**config.mk**
```make
export PLATFORM = sky130hd
export DESIGN_NAME = tiny_proc_run_ctrl
export DESIGN_NICKNAME = d
export VERILOG_FILES = /design/src/rtl/tiny_proc_run_ctrl.sv
export SDC_FILE = /design/constraint.sdc
export NUM_CORES = 1
export LEC_CHECK = 0
export CELL_PAD_IN_SITES_DETAIL_PLACEMENT = 2
export CELL_PAD_IN_SITES_GLOBAL_PLACEMENT = 2
export CORE_MARGIN = 10
export CORE_UTILIZATION = 47
export CTS_CLUSTER_DIAMETER = 40
export CTS_CLUSTER_SIZE = 24
export DETAILED_ROUTE_END_ITERATION = 6
export PLACE_DENSITY = 0.86
export RECOVER_POWER = 25
export SLEW_MARGIN = 10
export SYNTH_ARGS = -nofsm -noshare
export SYNTH_HDL_FRONTEND = slang
export SYNTH_SLANG_ARGS = --single-unit
```
**constraint.sdc**
```tcl
create_clock -name clock -period 3.3 [get_ports clock]
set_input_delay 0.66 -clock clock [delete_from_list [all_inputs] [get_ports clock]]
set_output_delay 0.66 -clock clock [all_outputs]
set_load 0.05 [all_outputs]
```
**src/rtl/tiny_proc_run_ctrl.sv**
```systemverilog
// Run/halt/single-step controller for the 5-bit tiny processor.
// It owns the program RAM, serves core fetches, handles one breakpoint and counts retired instructions.
module tiny_proc_run_ctrl #(
    parameter int AW    = 5,
    parameter int DW    = 9,
    parameter int CNT_W = 8
) (
    input  logic             clock,
    input  logic             reset_p,
    input  logic             cmd_valid,
    output logic             cmd_ready,
    input  logic [1:0]       cmd_op,
    input  logic [AW-1:0]    cmd_addr,
    input  logic [DW-1:0]    cmd_data,
    input  logic             fetch_req,
    input  logic [AW-1:0]    fetch_addr,
    output logic             fetch_valid,
    output logic [DW-1:0]    fetch_data,
    input  logic             instr_done,
    output logic             core_en,
    input  logic             bp_en,
    input  logic [AW-1:0]    bp_addr,
    output logic             bp_hit,
    output logic             cmd_err,
    output logic             halted,
    output logic [CNT_W-1:0] retire_cnt
);

    typedef enum logic [1:0] {
        ST_HALTED  = 2'b00,
        ST_RUNNING = 2'b01,
        ST_DRAIN   = 2'b10,
        ST_LOADING = 2'b11
    } state_t;

    localparam logic [1:0] OP_RUN  = 2'b00;
    localparam logic [1:0] OP_HALT = 2'b01;
    localparam logic [1:0] OP_STEP = 2'b10;
    localparam logic [1:0] OP_LOAD = 2'b11;
    localparam int         DEPTH   = 2 ** AW;

    state_t            state_q, state_d;
    logic [AW-1:0]     ld_addr_q, ld_addr_d;
    logic [DW-1:0]     ld_data_q, ld_data_d;
    logic              bp_skip_q, bp_skip_d;
    logic              bp_hit_q, bp_hit_d;
    logic              cmd_err_q, cmd_err_d;
    logic              fetch_valid_q, fetch_valid_d;
    logic [DW-1:0]     fetch_data_q, fetch_data_d;
    logic [CNT_W-1:0]  retire_q, retire_d;
    logic [DW-1:0]     mem_q [DEPTH];
    logic              mem_we;
    logic              cmd_acc;
    logic              bp_trig;
    logic              fetch_serve;

    assign cmd_ready   = (state_q == ST_HALTED) || (state_q == ST_RUNNING);
    assign core_en     = (state_q == ST_RUNNING) || (state_q == ST_DRAIN);
    assign halted      = (state_q == ST_HALTED);
    assign fetch_valid = fetch_valid_q;
    assign fetch_data  = fetch_data_q;
    assign bp_hit      = bp_hit_q;
    assign cmd_err     = cmd_err_q;
    assign retire_cnt  = retire_q;

    assign cmd_acc     = cmd_valid && cmd_ready;
    assign bp_trig     = (state_q == ST_RUNNING) && fetch_req && bp_en &&
                         (fetch_addr == bp_addr) && !bp_skip_q;
    assign fetch_serve = core_en && fetch_req && !bp_trig;

    // Next-state, fetch service, breakpoint and retire-counter logic.
    always_comb begin
        state_d       = state_q;
        ld_addr_d     = ld_addr_q;
        ld_data_d     = ld_data_q;
        bp_skip_d     = bp_skip_q;
        bp_hit_d      = 1'b0;
        cmd_err_d     = 1'b0;
        fetch_valid_d = 1'b0;
        fetch_data_d  = fetch_data_q;
        retire_d      = retire_q;
        mem_we        = 1'b0;

        if (fetch_serve) begin
            fetch_valid_d = 1'b1;
            fetch_data_d  = mem_q[fetch_addr];
            bp_skip_d     = 1'b0;
        end else begin
            fetch_valid_d = 1'b0;
        end

        if (instr_done && core_en && (retire_q != {CNT_W{1'b1}})) begin
            retire_d = retire_q + {{(CNT_W-1){1'b0}}, 1'b1};
        end else begin
            retire_d = retire_q;
        end

        case (state_q)
            ST_HALTED: begin
                if (cmd_acc) begin
                    case (cmd_op)
                        OP_RUN:  state_d = ST_RUNNING;
                        OP_STEP: state_d = ST_DRAIN;
                        OP_LOAD: begin
                            state_d   = ST_LOADING;
                            ld_addr_d = cmd_addr;
                            ld_data_d = cmd_data;
                        end
                        default: state_d = ST_HALTED;
                    endcase
                end else begin
                    state_d = ST_HALTED;
                end
            end
            ST_RUNNING: begin
                // A breakpoint wins over any command arriving in the same cycle.
                if (bp_trig) begin
                    state_d   = ST_HALTED;
                    bp_hit_d  = 1'b1;
                    bp_skip_d = 1'b1;
                    cmd_err_d = cmd_acc;
                end else if (cmd_acc) begin
                    case (cmd_op)
                        OP_HALT, OP_STEP: state_d = instr_done ? ST_HALTED : ST_DRAIN;
                        OP_LOAD: cmd_err_d = 1'b1;
                        default: state_d = ST_RUNNING;
                    endcase
                end else begin
                    state_d = ST_RUNNING;
                end
            end
            ST_DRAIN: begin
                if (instr_done) begin
                    state_d = ST_HALTED;
                end else begin
                    state_d = ST_DRAIN;
                end
            end
            ST_LOADING: begin
                mem_we  = 1'b1;
                state_d = ST_HALTED;
            end
            default: state_d = ST_HALTED;
        endcase
    end

    // Control and output registers.
    always_ff @(posedge clock) begin
        if (reset_p) begin
            state_q       <= ST_HALTED;
            ld_addr_q     <= {AW{1'b0}};
            ld_data_q     <= {DW{1'b0}};
            bp_skip_q     <= 1'b0;
            bp_hit_q      <= 1'b0;
            cmd_err_q     <= 1'b0;
            fetch_valid_q <= 1'b0;
            fetch_data_q  <= {DW{1'b0}};
            retire_q      <= {CNT_W{1'b0}};
        end else begin
            state_q       <= state_d;
            ld_addr_q     <= ld_addr_d;
            ld_data_q     <= ld_data_d;
            bp_skip_q     <= bp_skip_d;
            bp_hit_q      <= bp_hit_d;
            cmd_err_q     <= cmd_err_d;
            fetch_valid_q <= fetch_valid_d;
            fetch_data_q  <= fetch_data_d;
            retire_q      <= retire_d;
        end
    end

    // Program RAM; reset clears every word, so a reset during LOADING drops the write.
    always_ff @(posedge clock) begin
        if (reset_p) begin
            for (int i = 0; i < DEPTH; i++) begin
                mem_q[i] <= {DW{1'b0}};
            end
        end else if (mem_we) begin
            mem_q[ld_addr_q] <= ld_data_q;
        end
    end

endmodule
```
Word-level counts from Yosys, hierarchy flattened

Memories as Yosys holds them, arrays and structs flattened. A register that Yosys moved wholly into a read port is not among the register bits.
Index checks and enable logic that the tools add are counted.

Bits in registers: 28
Bits in writable memories: 288
Output and inout port bits: 23
Word-level logic and storage cells: 63
Memories kept: 1

Memory list:

| memory | depth | width | rd ports | clocked after Yosys merged registers in | write ports | line | RTL |
|---|---|---|---|---|---|---|---|
| mem_q  | 32    | 9     | 1        | 1                                       | 32          | 51   | `logic [DW-1:0] mem_q [DEPTH];` |

Add/subtract/negate cells: 1
Equal/unequal tests: 9
Multiplexer cells: 24
Bitwise logic cells: 1
Reductions and logical operators: 19

Operator list:

| operator              | count |
|---|---|
| $mux W1               | 15 |
| $logic_and A1 B1 Y1   | 9 |
| $mux W9               | 1 |
| $reduce_or A9 Y1      | 1 |
| $add A8 B1 Y8 const B | 1 |
| $eq A2 B2 Y1 const B  | 4 |
| $mux W2               | 4 |
| $ne A8 B8 Y1 const B  | 1 |
| $pmux W2 S4           | 1 |
| $pmux W2 S3           | 1 |
| $eq A5 B5 Y1          | 1 |
| $mux W5               | 1 |
| $eq A2 B1 Y1 const B  | 2 |
| $logic_not A2 Y1      | 2 |
| $ne A4 B4 Y1 const B  | 1 |
| $pmux W2 S2           | 1 |
| $reduce_or A2 Y1      | 2 |
| $reduce_and A3 Y1     | 1 |
| $logic_not A1 Y1      | 2 |
| $logic_or A1 B1 Y1    | 2 |
| $not A1 Y1            | 1 |

Longest topological paths before layout

Word-level depth: 10
Gate-level depth with buffers: 9

Least setup slack after synthesis

OpenSTA, ideal clock, no wires.

Path type: input to register
Start: input fetch_addr[1]
End: register fetch_data_q[4], in the netlist fetch_data[4], read port of mem_q
Library setup time: 0.122 ns
Data arrival time: 2.201 ns
Data required time: 3.178 ns
Path slack: 0.977 ns
Stages: 7
Path through: buf_2 buf_2 clkbuf_1 mux4_2 a22oi_1 nand2_1 a221o_1

Word-level cells in the longest chain between the ends: 5

RTL lines:

| element             | line | RTL |
|---|---|---|
| from (decl)         | 16   | `input logic [AW-1:0] fetch_addr,` |
| $eq A5 B5 Y1        | 68   | `(fetch_addr == bp_addr) && !bp_skip_q;` |
| $logic_and A1 B1 Y1 | 67   | `assign bp_trig = (state_q == ST_RUNNING) && fetch_req && bp_en &&` |
| $logic_and A1 B1 Y1 | 68   |  |
| $logic_not A1 Y1    | 69   | `assign fetch_serve = core_en && fetch_req && !bp_trig;` |
| $logic_and A1 B1 Y1 | 69   |  |
| to (decl)           | 49   | `logic [DW-1:0] fetch_data_q, fetch_data_d;` |

Several ways; a longest one is shown, not always the timed one.
A chain may end at the register's enable or synchronous reset.

Worst setup path in the final report

Start: register state_q[1]
End: output cmd_ready

Word-level cells in the longest chain between the ends: 2
Elaborated cells between the ends (all ways): 3
Classes of those cells: eq/ne: 1; reduce/logical: 2

RTL lines:

| element                                          | line | RTL |
|---|---|---|
| from (decl)                                      | 42   | `state_t state_q, state_d;` |
| from (signal assigned)                           | 160  | `state_q <= state_d;` |
| $eq A2 B1 Y1 or $logic_not A2 Y1 (tied branches) | 57   | `assign cmd_ready = (state_q == ST_HALTED) \|\| (state_q == ST_RUNNING);` |
| $logic_or A1 B1 Y1 *                             | 57   |  |
| to (decl)                                        | 11   | `output logic cmd_ready,` |

Every way passes the cells marked *; elsewhere a longest branch is shown, timed or not.

==> results.toml <==
[yosys]
synth_edf_count = 288
synth_ff_type = "edfxtp_1"
synthArstFlopShare_pct = 0
synthTopCellsByArea = "edfxtp_1 57%, and2_1 12%, mux4_2 5.7%, dfxtp_1 4.9%, mux2i_1 4.7%"
syn_inst = 1111
synth_top_area_share_pct = 57.4
syn_nets = 1151
synth-seq-cells = 325
yosysMostFrequentCell = "and2_1"
yosys-top-cells-count = "291 x and2_1, 288 x edfxtp_1, 70 x mux2i_1"
synthDistinctLibCells = 46
syn_area_mm2 = 0.0151
synth_warnings = 0
ys_seq_area_share_pct = 62.4
synth_area_leader_cell = "edfxtp_1"
synth.avg_cell_area_um2 = 13.6

[route]
finalWirelength_um = 58000
wl_per_cell_um = 35.4
drt_iter0_drc = 1131
num_vias = 10500
firstDrtPassIters = 5
ant_nets = 0
drc_errors = 0
viasPerCell = 6.41

[worst_setup_path]
slowest_delay_ns = 0.71
crit_fanout = 7
path_delay_family = "buffers and inverters"
r2r_start = "state_q[1]"
crit_slowest_cell = "clkdlybuf4s50_1"
cp-startpoint = "state_q[1]"
crit_type = "reg2out"
start_kind = "flop"
crit_path_end_kind = "output pin"
crit_buf_inv = 2
crit_arrival_ns = 2.47
cp_cell_sequence = "inv_1 -> ha_1 -> or2_2 -> clkdlybuf4s50_1"
cp.required_ns = 2.64

[floorplanning]
design.die.area_mm2 = 0.0396
start_util_pct = 47.7
rows = 65
io_pins = 55
die_y_um = 199
core_area_mm2 = 0.0316
die_w_um = 199

[cells_and_area]
register_area_mm2 = 0.00939
fillers = 2843
stdcell_count = 1638
multiInputGateArea_mm2 = 0.00525
final_core_util_pct = 55.7
area.growth.synth_to_final_pct = 16.8
fin_nets = 1239
drive_gt1_share_pct = 15.5

[place]
dp_hpwl_um = 35100
placement.io_buffers = 54
dp.cells = 1555
routabilityCongestion = 0.864

[clocking]
htree_levels = 2
postCtsHoldBufs = 0
clk_latency_ns = 0.56
clockBufferDepth = 3
ctsResizeCount = 0
clkSlewWorstSetupHoldPaths_ns = 0.07
cts_tree = "yes"
cts.sinks = 325
numCtsBuffers = 44
root_buffer = "clkbuf_16"
postCtsSetupBuffers = 0

[sta]
worst_slew_pin_slew_ns = 0.936
finalSetupViolations = 0
period_share_pct = 94.9
post-route-min-period_ns = 3.13
slew_viol_final = 0
slew_headroom_pct = 37.6
fin_worst_skew_ns = 0.0219
rsz0062_at_grt = "false"
maxClockFrequency_ghz = 0.319
hold_viol = 0

[job]
cap_violations = 0

[power_and_ir_drop]
p_per_area_mw_per_mm2 = 594
leakagePower_uw = 0.00640
irDropWorstVdd_mv = 0.450

[grt]
grt_pass1_vias = 11300
grt_usage_pct = 29.6
overflow = 0
grt_max_degree = 41
grt_pass1_wl_um = 84600
antenna_found_initial = 1

[outcome]
outcome = "finished, final reports clean"

[hold_path]
min_from = "ld_data_q[7]"
min_path_type = "reg2reg"
[metal layers]
| metal | track usage [%] | wire [um] |
|---|---|---|
| met5 | 0 | 0 |
| met4 | 11.4 | 2460 |
| met3 | 5.95 | 4700 |
| met2 | 49.7 | 28600 |
| met1 | 36.9 | 22200 |
[registers in the layout, indices dropped and copies added, names as in the netlist]
name         count
ld_addr_q        5
bp_hit           1
mem_q          288
bp_skip_q        1
ld_data_q        9
cmd_err          1
retire_cnt       8
fetch_valid      1
fetch_data       9
state_q          2
[metrics by stage]
step	TNS (ns)	hold slack [ns]	setup slack, ns	instance area (um^2)	power, uW
after floorplan	0	0.449	0.977	15100	5210
after global placement	0	0.443	0.187	16200	5500
after detailed placement	-0.506	0.469	-0.150	16200	5570
after CTS	0	0.495	0.103	17700	10400
after global routing	0	0.507	0.0855	17600	10700
final	0	0.492	0.170	17600	10400
[area by class of cell]
type                            instances  share of cell area (%)
Inverter                                6                   0.128
Tap cell                              402                    2.86
Multi-Input combinational cell        706                    29.9
Antenna cell                            1                  0.0142
Sequential cell                       325                    53.4
Clock inverter                         35                    1.81
Clock buffer                           47                    6.45
Timing Repair Buffer                  116                    5.46
[tightest hold or removal path: cells and delay by family (launching register included)]
kind,cells,cell delay (ns)
AOI/OAI and AO/OA,1,0.07
and+or+nand+nor,1,0.06
DFF,1,0.32
[where the power goes]
part | internal [uW] | leakage, uW | switching [uW]
Clock | 2840 | 0.000702 | 2060
Sequential | 4600 | 0.00327 | 99.2
Combinational | 278 | 0.00243 | 566
[placed cells by master, fill, tap and decap left out, types with 5 or more instances in the layout]
| cell type | synthesis | layout |
|---|---|---|
| clkdlybuf4s50_1 | 0 | 49 |
| and2_1 | 291 | 177 |
| mux2i_1 | 70 | 70 |
| nand4_1 | 5 | 5 |
| dfxtp_1 | 37 | 37 |
| clkbuf_16 | 0 | 45 |
| a21oi_1 | 31 | 31 |
| clkinv_1 | 1 | 11 |
| and2_0 | 0 | 114 |
| ha_1 | 8 | 8 |
| clkinv_2 | 0 | 5 |
| edfxtp_1 | 288 | 288 |
| inv_1 | 5 | 5 |
| nand3b_1 | 5 | 5 |
| clkbuf_1 | 50 | 22 |
| mux4_2 | 38 | 38 |
| nor2_1 | 48 | 47 |
| inv_6 | 0 | 9 |
| nand2_1 | 42 | 42 |
| nand2b_1 | 9 | 9 |
| a221oi_1 | 28 | 28 |
| nor3_1 | 25 | 25 |
| or2_2 | 33 | 33 |
| o21ai_0 | 14 | 14 |
| buf_4 | 3 | 39 |
| a221o_1 | 15 | 15 |
| xor2_1 | 10 | 10 |
[cells by family (layout without fill, tap and decap cells)]
kind of cell | Yosys count | after routing | share of synthesized area (%)
multiplexers | 108 | 108 | 10.3
AND/OR/NAND/NOR | 478 | 478 | 18.4
AO/OA/AOI/OAI | 100 | 100 | 4.85
buffers and inverters | 80 | 204 | 2.72
adder cells (fa/ha/maj) | 8 | 8 | 0.665
XOR/XNOR | 12 | 12 | 0.698
other | 0 | 1 | 0
flip-flops | 325 | 325 | 62.4
[worst paths after layout]
| kind | endpoint | slack (ns) | depth (start not counted) |
|---|---|---|---|
| worst max register to register | fetch_data[8] | 0.29 | 7 |
| worst max-delay path | cmd_ready | 0.17 | 4 |
| worst min register to register | ld_data_q[7] | 0.49 | 2 |
| worst min-delay path | ld_data_q[7] | 0.49 | 2 |
Note: power is estimated with default switching activity, not from simulation.
